`config.mk`:
```
export PLATFORM = sky130hd
export DESIGN_NAME = lsu_data_port
export DESIGN_NICKNAME = d
export VERILOG_FILES = /design/src/rtl/lsu_data_port_pkg.sv /design/src/rtl/lsu_data_port_align.sv /design/src/rtl/lsu_data_port.sv
export SDC_FILE = /design/constraint.sdc
export NUM_CORES = 1
export LEC_CHECK = 0
export BUFFER_PORTS_ARGS = -buffer_cell sky130_fd_sc_hd__buf_2
export CAP_MARGIN = 40
export CORE_ASPECT_RATIO = 1.4
export CORE_MARGIN = 3
export CORE_UTILIZATION = 55
export CTS_CLUSTER_SIZE = 14
export DETAILED_ROUTE_END_ITERATION = 6
export PLACE_DENSITY = 0.86
export SKIP_LAST_GASP = 1
export SLEW_MARGIN = 40
export SYNTH_ARGS = -nofsm -noshare
export SYNTH_HDL_FRONTEND = slang
export SYNTH_HIERARCHICAL = 1
export SYNTH_SLANG_ARGS = --single-unit
```
`constraint.sdc`:
```
create_clock -name clock -period 12 [get_ports clock]
set_clock_uncertainty 0.1 [all_clocks]
set_input_delay 0.6 -clock clock [delete_from_list [all_inputs] [get_ports clock]]
set_output_delay 0.6 -clock clock [all_outputs]
set_load 0.05 [all_outputs]
```
`src/rtl/lsu_data_port_pkg.sv`:
```
// Shared types and constants for the load/store data port.
// Covers the funct3 size codes, FSM states and response fault causes.
package lsu_data_port_pkg;

    localparam logic [2:0] F3_B  = 3'b000;
    localparam logic [2:0] F3_H  = 3'b001;
    localparam logic [2:0] F3_W  = 3'b010;
    localparam logic [2:0] F3_BU = 3'b100;
    localparam logic [2:0] F3_HU = 3'b101;

    typedef enum logic [2:0] {
        IDLE,
        LOAD,
        STORE_REQ,
        STORE_WAIT,
        RESP
    } lsu_state_t;

    typedef enum logic [1:0] {
        NONE       = 2'd0,
        MISALIGNED = 2'd1,
        ILLEGAL    = 2'd2,
        TIMEOUT    = 2'd3
    } lsu_cause_t;

endpackage

```
`src/rtl/lsu_data_port_align.sv`:
```
// Combinational sizing for one op.
// Produces byte lanes, replicated store data, extended load data and legality flags.
module lsu_align
    import lsu_data_port_pkg::*;
(
    input  logic        is_store,
    input  logic [2:0]  funct3,
    input  logic [1:0]  addr_lo,
    input  logic [31:0] wdata,
    input  logic [31:0] rdata,
    output logic [3:0]  byte_enable,
    output logic [31:0] store_data,
    output logic [31:0] load_result,
    output logic        misaligned,
    output logic        illegal
);

    logic [31:0] shifted;

    // The addressed lane is brought down to bit 0 before extension.
    always_comb begin
        shifted     = rdata >> {addr_lo, 3'b000};
        byte_enable = 4'b0000;
        store_data  = 32'h0;
        load_result = 32'h0;
        misaligned  = 1'b0;
        illegal     = 1'b0;
        case (funct3)
            F3_B: begin
                byte_enable = 4'b0001 << addr_lo;
                store_data  = {4{wdata[7:0]}};
                load_result = {{24{shifted[7]}}, shifted[7:0]};
            end
            F3_H: begin
                byte_enable = 4'b0011 << addr_lo;
                store_data  = {2{wdata[15:0]}};
                load_result = {{16{shifted[15]}}, shifted[15:0]};
                misaligned  = addr_lo[0];
            end
            F3_W: begin
                byte_enable = 4'b1111;
                store_data  = wdata;
                load_result = shifted;
                misaligned  = |addr_lo;
            end
            F3_BU: begin
                load_result = {24'h0, shifted[7:0]};
                illegal     = is_store;
            end
            F3_HU: begin
                load_result = {16'h0, shifted[15:0]};
                misaligned  = addr_lo[0];
                illegal     = is_store;
            end
            default: illegal = 1'b1;
        endcase
    end

endmodule

```
`src/rtl/lsu_data_port.sv`:
```
// Load/store sequencer in front of the unified memory data port.
// Accepts one op at a time, drives the memory side and returns one response per op.
module lsu_data_port
    import lsu_data_port_pkg::*;
#(
    parameter int STORE_TIMEOUT = 16
) (
    input  logic        clock,
    input  logic        reset,
    input  logic        req_valid,
    output logic        req_ready,
    input  logic        req_store,
    input  logic [2:0]  req_funct3,
    input  logic [31:0] req_address,
    input  logic [31:0] req_wdata,
    output logic        resp_valid,
    input  logic        resp_ready,
    output logic [31:0] resp_data,
    output logic        resp_error,
    output logic [1:0]  resp_cause,
    output logic [31:0] d_address,
    output logic [31:0] storeData,
    output logic [3:0]  byteEnable,
    output logic        storeValid,
    input  logic [31:0] loadData,
    input  logic        loadDataValid,
    input  logic        storeComplete
);

    localparam logic [7:0] TIMEOUT_LAST = 8'(STORE_TIMEOUT - 1);

    lsu_state_t  state;
    logic        op_store;
    logic [2:0]  op_funct3;
    logic [7:0]  wait_count;

    logic        al_store;
    logic [2:0]  al_funct3;
    logic [1:0]  al_addr_lo;
    logic [3:0]  al_byte_enable;
    logic [31:0] al_store_data;
    logic [31:0] al_load_result;
    logic        al_misaligned;
    logic        al_illegal;

    // In IDLE the aligner sizes the incoming request; afterwards it works on the held op.
    assign al_store   = (state == IDLE) ? req_store : op_store;
    assign al_funct3  = (state == IDLE) ? req_funct3 : op_funct3;
    assign al_addr_lo = (state == IDLE) ? req_address[1:0] : d_address[1:0];

    lsu_align u_align (
        .is_store    (al_store),
        .funct3      (al_funct3),
        .addr_lo     (al_addr_lo),
        .wdata       (req_wdata),
        .rdata       (loadData),
        .byte_enable (al_byte_enable),
        .store_data  (al_store_data),
        .load_result (al_load_result),
        .misaligned  (al_misaligned),
        .illegal     (al_illegal)
    );

    always_ff @(posedge clock or negedge reset) begin
        if (!reset) begin
            state      <= IDLE;
            op_store   <= 1'b0;
            op_funct3  <= 3'b000;
            wait_count <= 8'h0;
            req_ready  <= 1'b1;
            resp_valid <= 1'b0;
            resp_data  <= 32'h0;
            resp_error <= 1'b0;
            resp_cause <= NONE;
            d_address  <= 32'h0;
            storeData  <= 32'h0;
            byteEnable <= 4'b0000;
            storeValid <= 1'b0;
        end else begin
            case (state)
                IDLE: begin
                    if (req_valid) begin
                        op_store  <= req_store;
                        op_funct3 <= req_funct3;
                        req_ready <= 1'b0;
                        // Faulted ops skip the memory entirely.
                        if (al_illegal || al_misaligned) begin
                            resp_valid <= 1'b1;
                            resp_data  <= 32'h0;
                            resp_error <= 1'b1;
                            resp_cause <= al_illegal ? ILLEGAL : MISALIGNED;
                            state      <= RESP;
                        end else if (req_store) begin
                            d_address  <= req_address;
                            storeData  <= al_store_data;
                            byteEnable <= al_byte_enable;
                            storeValid <= 1'b1;
                            wait_count <= 8'h0;
                            state      <= STORE_REQ;
                        end else begin
                            d_address <= req_address;
                            state     <= LOAD;
                        end
                    end
                end
                LOAD: begin
                    if (loadDataValid) begin
                        resp_valid <= 1'b1;
                        resp_data  <= al_load_result;
                        resp_error <= 1'b0;
                        resp_cause <= NONE;
                        state      <= RESP;
                    end
                end
                STORE_REQ: state <= STORE_WAIT;
                STORE_WAIT: begin
                    if (storeComplete || wait_count == TIMEOUT_LAST) begin
                        storeValid <= 1'b0;
                        byteEnable <= 4'b0000;
                        resp_valid <= 1'b1;
                        resp_data  <= 32'h0;
                        resp_error <= !storeComplete;
                        resp_cause <= storeComplete ? NONE : TIMEOUT;
                        wait_count <= 8'h0;
                        state      <= RESP;
                    end else begin
                        wait_count <= wait_count + 8'h1;
                    end
                end
                RESP: begin
                    if (resp_ready) begin
                        resp_valid <= 1'b0;
                        req_ready  <= 1'b1;
                        state      <= IDLE;
                    end
                end
                default: state <= IDLE;
            endcase
        end
    end

endmodule

```
==> results of run 1 <==
-- cells by family (layout without fill, tap and decap cells) --
| family | Yosys count | in the layout | synth area share (%) |
|---|---|---|---|
| compound gates | 157 | 157 | 18.21 |
| flops | 121 | 121 | 47.62 |
| fa+ha+maj | 1 | 1 | 0.1967 |
| xor+xnor | 1 | 1 | 0.1377 |
| simple gates | 164 | 164 | 13.41 |
| mux | 94 | 94 | 16.35 |
| buf+inv | 53 | 250 | 4.071 |
-- worst reg2reg max path: cells and delay by family, from the launching register on --
family,cells,cell delay (ns)
mux,2,1.14
buf+inv,1,0.24
flops,1,0.53
simple gates,6,2.14
compound gates,1,0.36
-- Yosys cell counts, drive strengths merged, types with 2 or more instances --
master,count,area (um^2)
or4,2,15.01
o21a,4,30.03
nand3,3,15.01
nand2b,5,31.28
nor2b,21,131.4
a21bo,32,320.3
clkbuf,20,75.07
a31oi,7,43.79
buf,32,180.2
o31ai,3,22.52
a21o,2,15.01
nor2,37,138.9
o2bb2ai,7,61.31
and3,3,18.77
and2,10,62.56
mux2i,18,180.2
a22o,6,52.55
nor3,5,36.29
nand4,32,200.2
a2bb2oi,16,140.1
a211oi,14,105.1
nand2,40,152.6
a21oi,34,170.2
mux2,76,859.6
dfrtp,120,3003
o21ai,25,125.1
-- final timing paths --
path / end / slack, ns / cells after the start
max: resp_cause[0] / 7.39 / 10
min: d_address[22] / 0.10 / 1
max reg2reg: resp_cause[0] / 7.39 / 10
min reg2reg: storeData[20] / 0.38 / 1
max in group asynchronous: req_ready / 10.51 / 3
min in group clock: d_address[8] / 0.32 / 2
-- metrics by stage --
step,instance area (um^2),util [%]
2_1_floorplan,6361,-
5_1_grt,8011,72.23
6_report,8011,72.23
3_3_place_gp,7373,66.47
4_1_cts,7996,72.09
3_5_place_dp,7403,66.75
-- where the power goes --
group / switching [uW] / internal, uW / total [uW] / leakage [uW]
sequential: 92.6 / 561 / 654 / 0.00156
combinational: 1030 / 452 / 1480 / 0.00223
clock: 195 / 309 / 504 / 0.000278
-- per-layer routing --
| metal | wire length (um) | track usage [%] | up-vias |
|---|---|---|---|
| li1 | - | - | 2526 |
| met1 | 6333 | 30.74 | 2681 |
| met2 | 9515 | 48.89 | 305 |
| met3 | 1446 | 7.700 | 58 |
| met4 | 746 | 13.97 | 0 |
| met5 | 0 | 0 | - |
-- state kept, by name, indices dropped and copies added, names as in the netlist, 2 cells and up --
register and flops:
resp_data 32, resp_cause 2, op_funct3 3, storeData 32
d_address 32, wait_count 8, state 3, byteEnable 4
-- cells in the final DEF, fill, tap and decap left out, drive strengths merged, types with 10 or more instances in the layout --
master,synthesis,routed
nor2b,21,21
mux2i,18,18
dfrtp,120,120
nand2,40,40
clkbuf,20,17
a211oi,14,14
mux2,76,76
buf,32,217
nand4,32,32
a2bb2oi,16,16
o21ai,25,25
a21oi,34,34
a21bo,32,32
and2,10,10
nor2,37,37
-- cell type report --
class / instances / share of cell area, %
clock buffers: 17 / 5.310
clock inverters: 15 / 2.093
repair buffers: 217 / 14.02
inverters: 1 / 0.04685
well taps: 141 / 2.202
multi-input cells: 417 / 38.51
flip-flops and latches: 121 / 37.81
==> metrics.cfg, run 1 <==
[synth]
yosys_register_bits=121
synth_edf_count=0
ys_warn_count=6
ys_seq_area_share_pct=47.62
async_reset_ff_share_pct=100.0
synthesis.area_um2=6361
syn_area_per_cell_um2=10.76
synthCells=591
synthesis.nets=698
ys_types=50
ys.flop_type=dfrtp_1

[detailed_routing]
wl_per_cell_um=19.42
vias_per_cell=5.996
post-route-drc-count=0
antenna_left=0
first_pass_iters=5
routed-via-count=5570
drt_iter0_markers=413
wl_mm=18.04

[sta]
period_share_pct=38.45
rsz0062_at_grt=no
worst_pin_slew_ns=0.8201
maxSlewViolCount=0
hold_slack_ns=0.1009
finalHoldViolCount=0
maxSlewHeadroom_pct=45.32
setup_slack_ns=7.386
finalSetupViolCount=0
min_period_ns=4.614
fmax_mhz=216.7
fin_tns_setup_ns=0

[placed_design]
place_inst=896
dp_hpwl_mm=12.93
place.gp.congestion=0.8868
placement.io_buffers=211
post-place-ws_ns=7.198

[setup_path]
worst_path_largest_cell_delay_ns=0.69
crit_type=register to register
cp_max_fo=36
crit_path_cell_trace=nor3_2, mux2_2, nor2b_1, nand3b_1, nand2_1, nor2_1, o22ai_4, buf_8, nand2_2, mux2_2
crit_family=simple AND/OR/NAND/NOR gates
end_kind=register
crit_start=state[1]
reg2reg_from=state[1]
cpMostUsedCell=mux2_2
worst-path-buf-inv=1
arrival_ns=4.81
slowest_stage=mux2_2
startpoint_type=register
required_ns=12.19

[finish]
diodes=0
area.growth.synth_to_final_pct=25.94
drive_above_1_share_pct=43.02
nFillCells=790
nets=882
stdcell_count=929
regArea_um2=3029
multi_input_comb_area_um2=3085

[clock_network]
cts_root_buf=clkbuf_16
ctsHoldBuffers=0
insertion_delay_ns=0.41
cts_tree=built
clock_path_buffers=2
cts_inserted_buffers=17
post_cts_buffers=0
clk_pin_slew_worst_paths_ns=0.06
cts_resized=0
cts.sinks=121
htree_levels=4

[global_route]
grt_pass1_vias=5744
grt_max_degree=52
grt-ovfl-total=0
grt_pass1_wl_mm=28.88
grt_antenna_before_repair=0
grt_use_total_pct=27.81

[run]
maxCapViolCount=0

[power]
powerDensity_nw_per_um2=329.5
p_total_uw=2640
p_leak_uw=0.004069
vdd_ir_drop_max_v=0.0002876

[die]
rows=45
io_pins=212
core_area_um2=11090
die_area_um2=12910
fp.dieW_um=96.89
start_util_pct=57.35
fp.dieH_um=133.2

[min_path]
holdCritPathClass=input port to asynchronous set/reset pin

[outcome]
status=finished, final reports clean

Note: power is estimated with default switching activity, not from simulation.
==> run 2: changes to the inputs <==
--- a/config.mk
+++ b/config.mk
@@ -5,14 +5,15 @@
 export SDC_FILE = /design/constraint.sdc
 export NUM_CORES = 1
 export LEC_CHECK = 0
+export ABC_AREA = 1
 export BUFFER_PORTS_ARGS = -buffer_cell sky130_fd_sc_hd__buf_2
 export CAP_MARGIN = 40
 export CORE_ASPECT_RATIO = 1.4
 export CORE_MARGIN = 3
-export CORE_UTILIZATION = 55
+export CORE_UTILIZATION = 47
 export CTS_CLUSTER_SIZE = 14
 export DETAILED_ROUTE_END_ITERATION = 6
-export PLACE_DENSITY = 0.86
+export PLACE_DENSITY = 0.77
 export SKIP_LAST_GASP = 1
 export SLEW_MARGIN = 40
 export SYNTH_ARGS = -nofsm -noshare
==> constraint.sdc (replaced) <==
create_clock -name clock -period 4.2 [get_ports clock]
set_clock_uncertainty 0.1 [all_clocks]
set_input_delay 0.21 -clock clock [delete_from_list [all_inputs] [get_ports clock]]
set_output_delay 0.21 -clock clock [all_outputs]
set_load 0.05 [all_outputs]
==> run 2 against run 1 <==
Effect of this change: critical path depth increased by 2; global-route usage decreased by 3.3 points; synthesized cell count increased by 62%; sequential power increased to 2.9 times the previous value; register-to-register slack got worse by 6.7 ns; power increased to 3.1 times the previous value; die area increased by 24%; sequential share of layout area decreased by 3.4 points; routed wire length increased by 7.4%; critical path type unchanged.
==> metrics.cfg, run 2 <==
[synth]
synth_top_area_cell=dfrtp_1  ; unchanged
synth_commonest_cells=366 x nand2_1, 120 x dfrtp_1, 117 x nand3_1  ; was 120 x dfrtp_1, 50 x mux2_2, 39 x nand2_1
ys_types=33  ; was 50
ys_warn_count=6  ; unchanged
syn_area_per_cell_um2=7.074  ; was 10.76 um^2
synthesis.nets=1067  ; was 698
async_reset_ff_share_pct=100.0  ; unchanged
synthTopCellsByArea=dfrtp_1 44%, nand2_1 20%, nand3_1 8.6%  ; was dfrtp_1 47%, mux2_2 8.9%, a21bo_2 5.0%
yosysTopAreaCellShare_pct=44.22  ; was 47.21%
ys_seq_area_share_pct=44.60  ; was 47.62%
synthesis.area_um2=6792  ; was 6361 um^2
ys.flop_type=dfrtp_1  ; unchanged
synthCells=960  ; was 591
synth.most_common_cell=nand2_1  ; was dfrtp_1
yosys_register_bits=121  ; unchanged
synth_edf_count=0  ; unchanged

[detailed_routing]
routed-via-count=6815  ; was 5570
post-route-drc-count=0  ; unchanged
antenna_left=0  ; unchanged
first_pass_iters=7  ; was 5
wl_per_cell_um=13.97  ; was 19.42 um
drt_iter0_markers=615  ; was 413
wl_mm=19.37  ; was 18.04 mm
vias_per_cell=4.917  ; was 5.996

[power]
p_sw_share_pct=55.75  ; was 49.89%
sequentialPowerShare_pct=23.0  ; was 24.8%
powerDensity_nw_per_um2=938.8  ; was 329.5 nW/um^2
pwr-share-clk_pct=16.3  ; was 19.1%
p_int_uw=3653  ; was 1323 uW
combPwrFrac_pct=60.7  ; was 56.1%
vdd_ir_drop_max_v=0.0004494  ; was 0.0002876 V
p_leak_uw=0.005077  ; was 0.004069 uW
switchingPower_uw=4603  ; was 1317 uW

[global_route]
grt_pass1_vias=6394  ; was 5744
grt-ovfl-total=0  ; unchanged
grt_max_degree=65  ; was 52
grt_pass1_wl_mm=31.22  ; was 28.88 mm
grt_antenna_before_repair=1  ; was 0
grt_use_total_pct=24.46  ; was 27.81%

[outcome]
status=finished, final reports clean  ; unchanged

[clock_network]
clk_pin_slew_worst_paths_ns=0.06  ; about the same
cts_root_buf=clkbuf_16  ; unchanged
cts_tree=built  ; unchanged
htree_levels=4  ; unchanged
clock_path_buffers=2  ; unchanged
insertion_delay_ns=0.41  ; about the same
cts_inserted_buffers=17  ; unchanged
cts.sinks=121  ; unchanged
post_cts_buffers=0  ; unchanged

[sta]
fmax_mhz=283.0  ; was 216.7 MHz
setup_slack_ns=0.6662  ; was 7.386 ns
finalSetupViolCount=0  ; unchanged
min_period_ns=3.534  ; was 4.614 ns
finalHoldViolCount=0  ; unchanged
maxSlewViolCount=0  ; unchanged
maxSlewHeadroom_pct=47.90  ; was 45.32%
hold_slack_ns=0.01378  ; was 0.1009 ns
worst_pin_slew_ns=0.7734  ; was 0.8201 ns
fin_tns_setup_ns=0  ; unchanged
period_share_pct=84.14  ; was 38.45%
rsz0062_at_grt=no  ; unchanged

[placed_design]
place.gp.congestion=0.9018  ; was 0.8868
placement.io_buffers=211  ; unchanged
post-place-ws_ns=0.7104  ; was 7.198 ns
dp_hpwl_mm=13.95  ; was 12.93 mm

[die]
fp.dieH_um=148.2  ; was 133.2 um
rows=51  ; was 45
fp.dieW_um=107.6  ; was 96.89 um
die_area_um2=15950  ; was 12910 um^2
start_util_pct=48.38  ; was 57.35%
io_pins=212  ; unchanged
core_area_um2=14040  ; was 11090 um^2

[setup_path]
cp_max_fo=37  ; was 36
worst-path-buf-inv=1  ; unchanged
cpMostUsedCell=nand2_1  ; was mux2_2
arrival_ns=3.73  ; was 4.81 ns
crit_type=register to register  ; unchanged
required_ns=4.39  ; was 12.19 ns
slowest_stage=o21ai_0  ; was mux2_2
crit_path_cell_trace=nor2_4, nand2_2, o21ai_0, o21ai_0, nand2_1, nor2_2, inv_1, nand2_2, a21boi_4, nand2_4, nand2_1, nand2_1  ; was nor3_2, mux2_2, nor2b_1, nand3b_1, nand2_1, nor2_1, o22ai_4, buf_8, nand2_2, mux2_2
crit_family=compound AO/OA/AOI/OAI gates  ; was simple AND/OR/NAND/NOR gates
worst_path_largest_cell_delay_ns=0.66  ; was 0.69 ns
end_kind=register  ; unchanged
startpoint_type=register  ; unchanged

[run]
maxCapViolCount=0  ; unchanged

[min_path]
holdCritPathClass=input port to register  ; was input port to asynchronous set/reset pin

[finish]
area.growth.synth_to_final_pct=29.50  ; was 25.94%
layout_commonest_cell=nand2_1  ; was buf_2
layout_common_cells=365 x nand2_1, 210 x buf_2, 120 x dfrtp_1  ; was 210 x buf_2, 120 x dfrtp_1, 50 x mux2_2
reg_top3=d_address x32, resp_data x32, storeData x32  ; unchanged
drive_above_1_share_pct=24.23  ; was 43.02%
diodes=0  ; unchanged
nets=1295  ; was 882

==> run 2: layout make-up <==
cell class / count / area, um^2
inverters: 115 / 431.7
repair buffers: 254 / 1484
multi-input cells: 679 / 3063
fillers: 1254 / 5244
well taps: 185 / 231.5
clock buffers: 18 / 429.2
clock inverters: 14 / 126.4
flip-flops and latches: 121 / 3029
==> run 2: worst paths after layout <==
| check | startpoint | endpoint | slack [ns] | depth (start not counted) |
|---|---|---|---|---|
| max in group asynchronous | reset | op_funct3[2] | 2.77 | 3 |
| hold reg to reg | resp_data[29] | resp_data[29] | 0.36 | 2 |
| setup / recovery | state[1] | resp_data[14] | 0.67 | 12 |
| min in group asynchronous | reset | resp_data[28] | 0.24 | 2 |
| hold / removal | req_funct3[0] | op_funct3[0] | 0.01 | 3 |
| setup reg to reg | state[1] | resp_data[14] | 0.67 | 12 |
==> run 2: cell families (layout without fill, tap and decap cells) <==
family                   count (synthesis)  in the layout  share of synthesized area [%]
AO/OA/AOI/OAI                           96             96                          7.517
flip-flops                             121            121                          44.60
AND/OR/NAND/NOR                        581            581                          37.03
adder cells (fa/ha/maj)                  1              1                         0.1842
XOR/XNOR                                 1              1                         0.1290
buffers and inverters                  160            401                          10.54
==> run 2: stage by stage <==
stage               power (uW)  instance area, um^2  util, %  cells
floorplan                 5792                 6792        -    960
global placement          6806                 7871    56.07   1320
detailed placement        6855                 7881    56.14   1320
CTS                       8262                 8767    62.45   1385
global route              8890                 8795    62.65   1386
finish                    8256                 8795    62.65   1386
==> run 2: worst min-delay path: cells and delay by family <==
kind / cells / cell delay (ns)
AO/OA/AOI/OAI: 1 / 0.09
buffers and inverters: 2 / 0.17
==> run 2: power by group through the flow <==
| stage | Clock [uW] | Sequential (uW) | Combinational (uW) |
|---|---|---|---|
| 2_1_floorplan | 0 | 3320 | 2470 |
| 3_3_place_gp | 0 | 1900 | 4900 |
| 3_5_place_dp | 0 | 1900 | 4960 |
| 4_1_cts | 1380 | 1890 | 4990 |
| 5_1_grt | 1440 | 1940 | 5500 |
| 6_report | 1350 | 1900 | 5010 |
==> run 2: timing repair <==
action	4_1_cts	5_1_grt
resized for setup	0	0
setup endpoints to repair	0	0
hold endpoints to repair	72	0
hold buffers	33	0
==> run 2: per-layer routing <==
metal | track usage [%] | vias up | wire (um) | part of all wire, %
met2 | 40.10 | 280 | 9285 | 48
met1 | 30.63 | 3036 | 7905 | 41
met3 | 6.513 | 44 | 1585 | 8.2
met5 | 0 | - | 14 | 0.072
met4 | 9.855 | 2 | 577 | 3.0
li1 | - | 3453 | - | -
